## config.mk

```make
export PLATFORM = sky130hd
export DESIGN_NAME = decoder_x4_seq
export DESIGN_NICKNAME = d
export VERILOG_FILES = /design/src/rtl/decoder_x4_seq.sv
export SDC_FILE = /design/constraint.sdc
export NUM_CORES = 1
export LEC_CHECK = 0
export ABC_AREA = 1
export BUFFER_PORTS_ARGS = -buffer_cell sky130_fd_sc_hd__buf_2
export CORE_MARGIN = 3
export CORE_UTILIZATION = 63
export CTS_CLUSTER_DIAMETER = 60
export DETAILED_ROUTE_END_ITERATION = 6
export PLACE_DENSITY = 0.84
export SLEW_MARGIN = 0
export SYNTH_ARGS = -nofsm -noshare
export SYNTH_HDL_FRONTEND = slang
export SYNTH_SLANG_ARGS = --single-unit
```

## constraint.sdc

```tcl
create_clock -name clk -period 1.9 [get_ports clk]
set_input_delay 0.38 -clock clk [delete_from_list [all_inputs] [get_ports clk]]
set_output_delay 0.38 -clock clk [all_outputs]
set_load 0.01 [all_outputs]
```

## src/rtl/decoder_x4_seq.sv

```systemverilog
// Registered 2-to-4 decoder with per-line pulse stretch, sticky pending and
// overflow flags cleared by per-line acknowledge, and a registered irq.
module decoder_x4_seq #(
  parameter int HOLD = 1,
  parameter int CW   = 8
) (
  input  logic       clk,
  input  logic       reset_n,
  input  logic [1:0] z,
  input  logic       y,
  input  logic [3:0] ack,
  output logic [3:0] x,
  output logic [3:0] pend,
  output logic [3:0] ovf,
  output logic       irq
);

  localparam logic [CW-1:0] HOLD_VAL = CW'(HOLD);
  localparam logic [CW-1:0] ONE      = CW'(1);

  logic [CW-1:0] cnt [4];
  logic [3:0]    hit;
  logic [3:0]    pend_nxt;
  logic [3:0]    ovf_nxt;

  always_comb begin
    hit = 4'b0000;
    if (y) hit[z] = 1'b1;
  end

  // A hit in the same cycle as its ack wins, so the new event stays pending
  // while the previous overflow is acknowledged away.
  always_comb begin
    pend_nxt = hit | (pend & ~ack);
    ovf_nxt  = (hit & pend & ~ack) | (ovf & ~ack);
  end

  always_ff @(posedge clk or negedge reset_n) begin
    if (!reset_n) begin
      for (int i = 0; i < 4; i++) cnt[i] <= '0;
      pend <= 4'b0000;
      ovf  <= 4'b0000;
      irq  <= 1'b0;
    end else begin
      for (int i = 0; i < 4; i++) begin
        if (hit[i])
          cnt[i] <= HOLD_VAL;
        else if (cnt[i] != '0)
          cnt[i] <= cnt[i] - ONE;
      end
      pend <= pend_nxt;
      ovf  <= ovf_nxt;
      irq  <= |pend_nxt;
    end
  end

  always_comb begin
    for (int i = 0; i < 4; i++) x[i] = (cnt[i] != '0);
  end

endmodule

```

# Word level (Yosys, flattened, before mapping)
# Cells that the tools add are included.
[totals]
register_bits = 41
out_inout_bits = 13
[classes]
add_sub_neg = 4
bitwise_logic = 7
n_reduce_logical = 10
order_cmp = 2
muxes = 11
[ops]
columns = ["op", "n"]
rows = [
  ["8-bit 2-to-1 mux", 8],
  ["8-bit nonzero test", 4],
  ["8-bit by 1-bit subtractor with 8-bit output, second input constant", 4],
  ["4-bit AND", 4],
  ["4-bit bitwise OR", 2],
  ["2-bit nonzero test", 4],
  ["4-bit 2-to-1 mux", 1],
  ["4-bit inverter", 1],
  ["4-bit OR reduction", 1],
  ["2-bit by 3-bit less-than comparator with 1-bit output, second input constant", 1],
  ["1-bit demux with 2-bit select", 1],
  ["2-bit by 1-bit >= comparator with 1-bit output, second input constant", 1],
  ["1-bit logical AND", 1],
  ["1-bit 2-to-1 mux", 1],
]

# Longest topological paths before layout
# Gate-level depths: netlist of the first run.
[logic_depth]
word_depth = 8
ltp_mapped = 8
ltp_nobuf = 8

# Worst setup path before layout of the first run
# Ideal clock, no wire load.
[synth_path]
path_kind = "flip-flop to output port"
startpoint = "register cnt[16] (netlist bit)"
endpoint = "output x[1]"
arrival_time_ns = 0.926
path_stages_with_launch = 6
required_ns = 1.520
setup_slack_ns = 0.594
path_cell_list = "dfrtp_1 > inv_1 > ha_1 > nand2_1 > nor2_4 > inv_2"
[synth_between]
elab_chain_cells = 1
[synth_rtl]
columns = ["item", "line", "text"]
rows = [
  ["start: declaration", "21", "logic [CW-1:0] cnt [4];"],
  ["start signal: indexed assignment", "49", "cnt[i] <= cnt[i] - ONE;"],
  ["8-bit nonzero test", "58", "for (int i = 0; i < 4; i++) x[i] = (cnt[i] != '0);"],
  ["end: declaration", "12", "output logic [3:0] x,"],
]
# Every way passes these cells.

# Worst setup path after layout of the first run
# Ends and elaborated chain as after synthesis.

==> results of run 1 <==
## worst max-delay path: stages, from the launching register on
cell,delay (ns)
sky130_fd_sc_hd__dfrtp_1,0.42
sky130_fd_sc_hd__inv_2,0.09
sky130_fd_sc_hd__ha_1,0.16
sky130_fd_sc_hd__nand2_2,0.09
sky130_fd_sc_hd__nor2_4,0.15
sky130_fd_sc_hd__inv_2,0.06
sky130_fd_sc_hd__buf_2,0.14
## what timing repair did
item	in CTS	in global routing
endpoints found under the setup margin	0	2
endpoints found under the hold margin	0	0
resized for setup	0	4
## routing by layer
layer	wire (um)	vias to the layer above	global-route usage
met1	2030	919	0.293
li1	-	1006	-
met3	206	12	0.0472
met4	99	0	0.0888
met5	0	-	0
met2	2250	52	0.410
## synth_stat cells
| master | count |
|---|---|
| sky130_fd_sc_hd__nand2_1 | 65 |
| sky130_fd_sc_hd__nor2_1 | 57 |
| sky130_fd_sc_hd__dfrtp_1 | 41 |
| sky130_fd_sc_hd__inv_1 | 39 |
| sky130_fd_sc_hd__nand3_1 | 32 |
| sky130_fd_sc_hd__o21ai_0 | 10 |
| sky130_fd_sc_hd__ha_1 | 8 |
| sky130_fd_sc_hd__nand4_1 | 8 |
| sky130_fd_sc_hd__a21oi_1 | 7 |
| sky130_fd_sc_hd__inv_2 | 6 |
| sky130_fd_sc_hd__nand3_4 | 4 |
| sky130_fd_sc_hd__nor2_4 | 4 |
| sky130_fd_sc_hd__nor3_1 | 2 |
| sky130_fd_sc_hd__o21ai_1 | 2 |
| sky130_fd_sc_hd__or2_2 | 2 |
| sky130_fd_sc_hd__xor2_1 | 2 |
| sky130_fd_sc_hd__a211oi_1 | 1 |
| sky130_fd_sc_hd__a21oi_2 | 1 |
| sky130_fd_sc_hd__clkinv_4 | 1 |
| sky130_fd_sc_hd__inv_4 | 1 |
| sky130_fd_sc_hd__nand2_2 | 1 |
| sky130_fd_sc_hd__nand3b_1 | 1 |
| sky130_fd_sc_hd__nand4_2 | 1 |
| sky130_fd_sc_hd__nor2_2 | 1 |
| sky130_fd_sc_hd__nor3_2 | 1 |
| sky130_fd_sc_hd__o21ai_4 | 1 |
| sky130_fd_sc_hd__o21bai_1 | 1 |
| sky130_fd_sc_hd__xnor2_1 | 1 |
## final cells by class
cell class                      instances  share of cell area
Timing Repair Buffer                   22              0.0434
Inverter                               47              0.0708
Tap cell                               46              0.0222
Sequential cell                        41               0.395
Clock buffer                            7              0.0371
Clock inverter                          1             0.00193
Multi-Input combinational cell        213               0.429
## worst min-delay path by stage
| stage | from | to | slack (ns) |
|---|---|---|---|
| finish | reset_n | cnt[5] | 0.13 |
| CTS | reset_n | cnt[5] | 0.15 |
| floorplan | reset_n | cnt[0] | 0.08 |
| detailed placement | reset_n | cnt[6] | 0.47 |
| global placement | ovf[2] | ovf[2] | 0.46 |
| global route | reset_n | ovf[2] | 0.17 |
## metrics by stage
step                      area (um2)  cells  utilization
after floorplan                 2320    301            -
after CTS                       2590    377        0.753
after detailed placement        2490    369        0.723
final                           2600    377        0.754
after global routing            2600    377        0.754
after global placement          2490    369        0.723
## power breakdown
part	internal [mW]	switching, mW	leakage [nW]
combinational	0.659	1.13	0.789
clock	0.328	0.299	0.0542
sequential	1.21	0.303	0.518
## flip-flops by register name, indices dropped and copies added (netlist names)
| name | flops |
|---|---|
| pend | 4 |
| cnt | 32 |
| irq | 1 |
| ovf | 4 |
## cell families (layout without fill, tap and decap cells)
| logic type | count (synthesis) | after routing | share of synthesized area |
|---|---|---|---|
| simple gates | 179 | 179 | 0.366 |
| buf+inv | 47 | 77 | 0.0793 |
| flops | 41 | 41 | 0.442 |
| compound gates | 23 | 23 | 0.0583 |
| fa+ha+maj | 8 | 8 | 0.0432 |
| xor+xnor | 3 | 3 | 0.0113 |
==> run summary, run 1 <==
The die area is 0.00445 mm2. In this run the tightest slew margin relative to its limit is 0.663. The number of max-slew violations in the final report came out at 0. The endpoint identified for the worst register-to-register timing path is cnt[8]. The synthesized netlist contains 28 unique library cells. The number of cells on the worst reg-to-reg path is 8. The number of antenna violations at the first check in global routing is 0. The number of fill cells is 258. The initial DRC count came out at 142. The number of rows created at floorplan came out at 21. The via count of the first global-routing pass was around 1900. The starting density of the core is 0.674. Clock latency on the worst-skew pair, taken at its later pin, is ~0.3 ns. The sequential-to-total area share from yosys stat is 0.442. The type of destination of the critical path is a primary output. The post-route clock skew came out at around 0.0080 ns.

The chip height came out at 66.7 um. The number of failing setup endpoints in the final timing report came out at 0. The total leakage power came out at 1.36 nW. Following the worst setup path forward leads to its endpoint at x[1]. The share of synthesized area in the top cell type comes to 0.442.

The total grt overflow came out at 0. The upper clock frequency limit came out at 558 MHz. In this run the clock root is driven by a sky130_fd_sc_hd__clkbuf_8.

The total count of hold-check failures in the final report came out at 0. The buffer count from post-CTS setup fixing came out at 0. The x dimension of the die is 66.7 um. The number of buffers created by CTS is 5. The register bit total from synthesis is 41.

The critical path data arrival time is approximately 1.4 ns. The synthesized netlist net count came out at 318. The library cells used most frequently in the layout, excluding fill and tap cells, are sky130_fd_sc_hd__nand2_1, sky130_fd_sc_hd__nor2_1, sky130_fd_sc_hd__dfrtp_1. The library cell occupying the most area in the post-synthesis netlist is sky130_fd_sc_hd__dfrtp_1. Summed over all nets, the half-perimeter wirelength after detailed placement is 3150 um. The number of remaining DRC errors came out at 0. Yosys attributes the largest share of cell area to sky130_fd_sc_hd__dfrtp_1, sky130_fd_sc_hd__nand2_1, sky130_fd_sc_hd__nor2_1. The area of the mapped netlist is between 0.002 and 0.0025 mm2. The per-instance average area after synthesis came out at just under 8 um2. In this run the worst hold path is classified as input pin to asynchronous set/reset pin. The H-tree depth came out at 2. The standard cell core area came out at 0.00344 mm2. The flow ran to the end, and the final reports show no timing, DRC or antenna violations. The overall power consumption came out at 3.93 mW.

The startpoint type of the worst setup path is a flop. For this design the ratio of total power to cell area is 1510 mW/mm2. The count of input and output buffers is 21.

The clock-pin slew of the registers on the worst-case setup and hold paths came out at 0.08 ns. The worst-case IR drop observed on VDD is around 1.0 mV. The final hold slack came out at 0.135 ns. The synthesized netlist cell count came out at 301. After detailed routing, the average wire length per cell comes to between 10 and 15 um. The total negative setup slack is 0 ns. Timing analysis after detailed placement gives a worst setup slack of 0.402 ns. The number of ports placed on the die boundary came out at 22. In the finished design, the share of the clock period the worst path needs comes to 0.943. The wire length of the first global-routing pass is 8200 um.

Using the TritonRoute via totals, the vias-per-cell ratio works out to 5.28. The share of final-layout standard cells stronger than drive strength 1 came out at 0.175. The area taken by flip-flops and latches came out at 0.00103 mm2. TritonCTS built the clock tree. The area added between synthesis and finish is 11.9%. The worst register-to-register path begins at cnt[8].

STA puts the critical path data required time at 1.52 ns. The launching element of the worst setup path is cnt[16]. Setup slack closes at approximately 0.11 ns.

The count of nets left with antenna violations once routing finished came out at 0. The tool flagged a number of max-cap violations equal to 0. The count of clock tree sinks is 41. Across all register-to-register paths, the minimum setup slack is 0.44 ns.

In this run the worst path has a maximum fanout of 6. The congestion estimate from routability-driven global placement came to 0.834. Leaving out fill and tap cells, the most frequent cell in the layout is sky130_fd_sc_hd__nand2_1.

The minimum period implied by the final worst setup slack came out at 1.79 ns. The count of TritonRoute iterations in the first routing pass came out at 4. The routed wire length came out at 4590 um.

The number of antenna diodes came out at 0. Across every metal layer, demand over resource in global routing totals 0.238. The net count of the finished layout came out at 347. The total area of multi-input combinational cells is roughly 0.0011 mm2. The post-cts hold buffer count came out at 0.

The count of warnings emitted by yosys is 0. The overall via count from detail_route is 1989. The critical path is of the flop to primary output type. The maximum number of pins on one net before global-route repair came out at 42. The largest buffer count on any clock path is 2. The transition time at the pin with the least slew margin is 0.505 ns.
(Power assumes the default switching activity.)
==> inputs of run 2 (changes only) <==
Settings changed: BUFFER_PORTS_ARGS -buffer_cell sky130_fd_sc_hd__buf_2 to -buffer_cell sky130_fd_sc_hd__buf_4, RECOVER_POWER set to 100, REMOVE_ABC_BUFFERS set to 1.
==> run summary, run 2 (same netlist as run 1, synthesis figures left out) <==
The placed standard-cell area came out at 0.00253 mm2. The proportion of total power due to net switching came out at 0.431. 0 antenna diodes ended up in the layout. The detailed placer's ending HPWL is roughly 3300 um. The most common library cell in the layout ignoring fill and taps is sky130_fd_sc_hd__nand2_1. The per-cell routed wire length is 12.3 um. After global routing the overflow that remains totals 0. The tree is rooted in a sky130_fd_sc_hd__clkbuf_8.

The x dimension of the die is 66.7 um. The internal portion of total power is about 2.2 mW. The number of max-slew violations in the final report came out at 0. The global router's overall resource usage is 0.242.

The H-tree depth is 2. The required time of the critical path came out at 1.52 ns. In this run the worst path has a maximum fanout of 5. The total negative setup slack is 0 ns.

The critical path is of the flop to primary output type. The share of final-layout standard cells stronger than drive strength 1 is 0.0909. For this run, design rule violations remaining after detail routing come to 0. The count of input and output buffers is 21. The first detailed-routing pass ran for 5 iterations. For the pin with the worst max-slew slack, the measured transition is 0.991 ns. The worst setup path is captured at a primary output.

The weighted congestion at the end of routability-driven global placement came out at around 0.89. The worst setup path is launched from a flop. The count of max-cap constraint violations came out at 0.

The die covers 0.00445 mm2. The number of antenna violations at the first check in global routing was 0. The initial DRC count is 183. Summed over all layers, the routed wires come to 4630 um. The largest registers in the layout are cnt: 32 flops, ovf: 4 flops, pend: 4 flops. The worst voltage drop across the vdd grid is 1.02 mV. For this design the ratio of total power to cell area is 1560 mW/mm2. The number of failing setup endpoints in the final timing report came out at 0. The maximum number of pins on one net before global-route repair is 42. Once layout is complete, the cells apart from fillers number 376.

The number of rows created at floorplan is 21. 22 I/O pins were placed. The standard cell core area came out at approximately 0.0034 mm2.

The share of total power dissipated in combinational logic is 0.446. The worst max-slew margin expressed relative to the limit is 0.339. After routing the design area is 0.00252 mm2. The run finished with clean final reports. The worst reg2reg path depth came out at 8. Across the routed clock network, the largest skew measured is 0.00935 ns. The initial utilization of the core area, before any placement, comes to 0.674. The upper clock frequency limit came out at 559 MHz. The share of total power dissipated in the clock network is 0.172. For flop-to-flop paths, the worst setup slack is 0.24 ns. The via count of the first global-routing pass came to around 1900. The detail-routed via count per cell is 5.20. The cell count after placement is 368. The die is roughly 67 um tall. Hold repair after CTS inserted 0 buffers. The remaining number of nets flagged by the antenna check after routing is 0. The clock latency at the later pin of the worst-skew pair came out at 0.29 ns. The total count of hold-check failures in the final report is 0. The minimum period implied by the final worst setup slack is around 1.8 ns. The first global-routing pass estimated 8250 um of wire. The net count of the finished layout came out at 347.

The net switching power figure is roughly 1.7 mW. Setup repair after global routing left no endpoint under its margin. The area added between synthesis and finish is 8.58%.

The flip-flop count of the largest register, all copies and words added came out at 32. The end of the worst register-to-register path is cnt[8]. The register with the most flip-flops is cnt. The analysis attributes to cell leakage a power of 1.32 nW. The startpoint identified for the worst register-to-register timing path is cnt[8].

The final critical-path share of the clock period came out at 0.941. Counting every sink on the clock net gives 41. The number of fill cells came out at 275. The overall via count from detail_route is 1957. The clock-pin slew of the registers on the worst-case setup and hold paths is 0.07 ns. The part of the total power dissipated in sequential elements is 0.381. The path class of the tightest hold or removal check is input pin to asynchronous set/reset pin. The largest buffer count on any clock path came out at 2. The number of buffers created by CTS is 5.

The top cell types in the final layout, fill and taps aside, are sky130_fd_sc_hd__nand2_1, sky130_fd_sc_hd__nor2_1, sky130_fd_sc_hd__inv_1. The critical path data arrival time is 1.41 ns. TritonCTS built the clock tree.
==> run 2: final cells by class <==
cell class	instances	area, um2	share of cell area
multi-input combinational	213	1030	0.410
clock buffer	5	68.8	0.0273
timing repair buffer	22	115	0.0457
clock inverter	2	35.0	0.0139
sequential	41	1030	0.407
tap	46	57.6	0.0229
inverter	47	183	0.0725
==> run 2: critical path: stages (launching register included) <==
cell and delay [ns]:
sky130_fd_sc_hd__dfrtp_1 0.40, sky130_fd_sc_hd__nor2_1 0.20, sky130_fd_sc_hd__nand2_1 0.14, sky130_fd_sc_hd__nor2_4 0.18, sky130_fd_sc_hd__inv_2 0.07, sky130_fd_sc_hd__clkbuf_2 0.13
==> run 2: power groups by stage <==
stage	Combinational [mW]	Sequential, mW	Clock [mW]
floorplan	1.41	1.45	0
global placement	1.69	1.50	0
detailed placement	1.77	1.51	0
CTS	1.80	1.49	0.687
global route	2.07	1.55	0.718
finish	1.75	1.50	0.675
==> run 2: routing by layer <==
layer | wire, um | GRT usage | up-vias
met1 | 2170 | 0.311 | 894
met4 | 63 | 0.0863 | 0
met3 | 182 | 0.0556 | 6
met2 | 2220 | 0.397 | 44
met5 | 0 | 0 | -
li1 | - | - | 1013
==> run 2: repair_timing <==
item	CTS	global route
setup endpoints to repair	0	2
gates resized for setup	0	1
buffers inserted	0	1
==> run 2: worst max path at each step <==
| stage | endpoint | start |
|---|---|---|
| floorplan | x[1] | cnt[16] |
| global placement | x[1] | cnt[16] |
| detailed placement | x[1] | cnt[16] |
| CTS | x[1] | cnt[16] |
| global route | cnt[8] | cnt[8] |
| finish | x[1] | cnt[20] |
==> run 2: stage by stage <==
step,utilization,total power [mW],setup slack [ns],hold slack [ns]
after global placement,0.736,3.20,0.427,0.389
after detailed placement,0.736,3.27,0.390,0.389
after CTS,0.767,3.98,0.0670,0.0676
final,0.732,3.92,0.112,0.238
after floorplan,-,2.86,0.594,0.0844
after global routing,0.732,4.34,0.0227,0.239
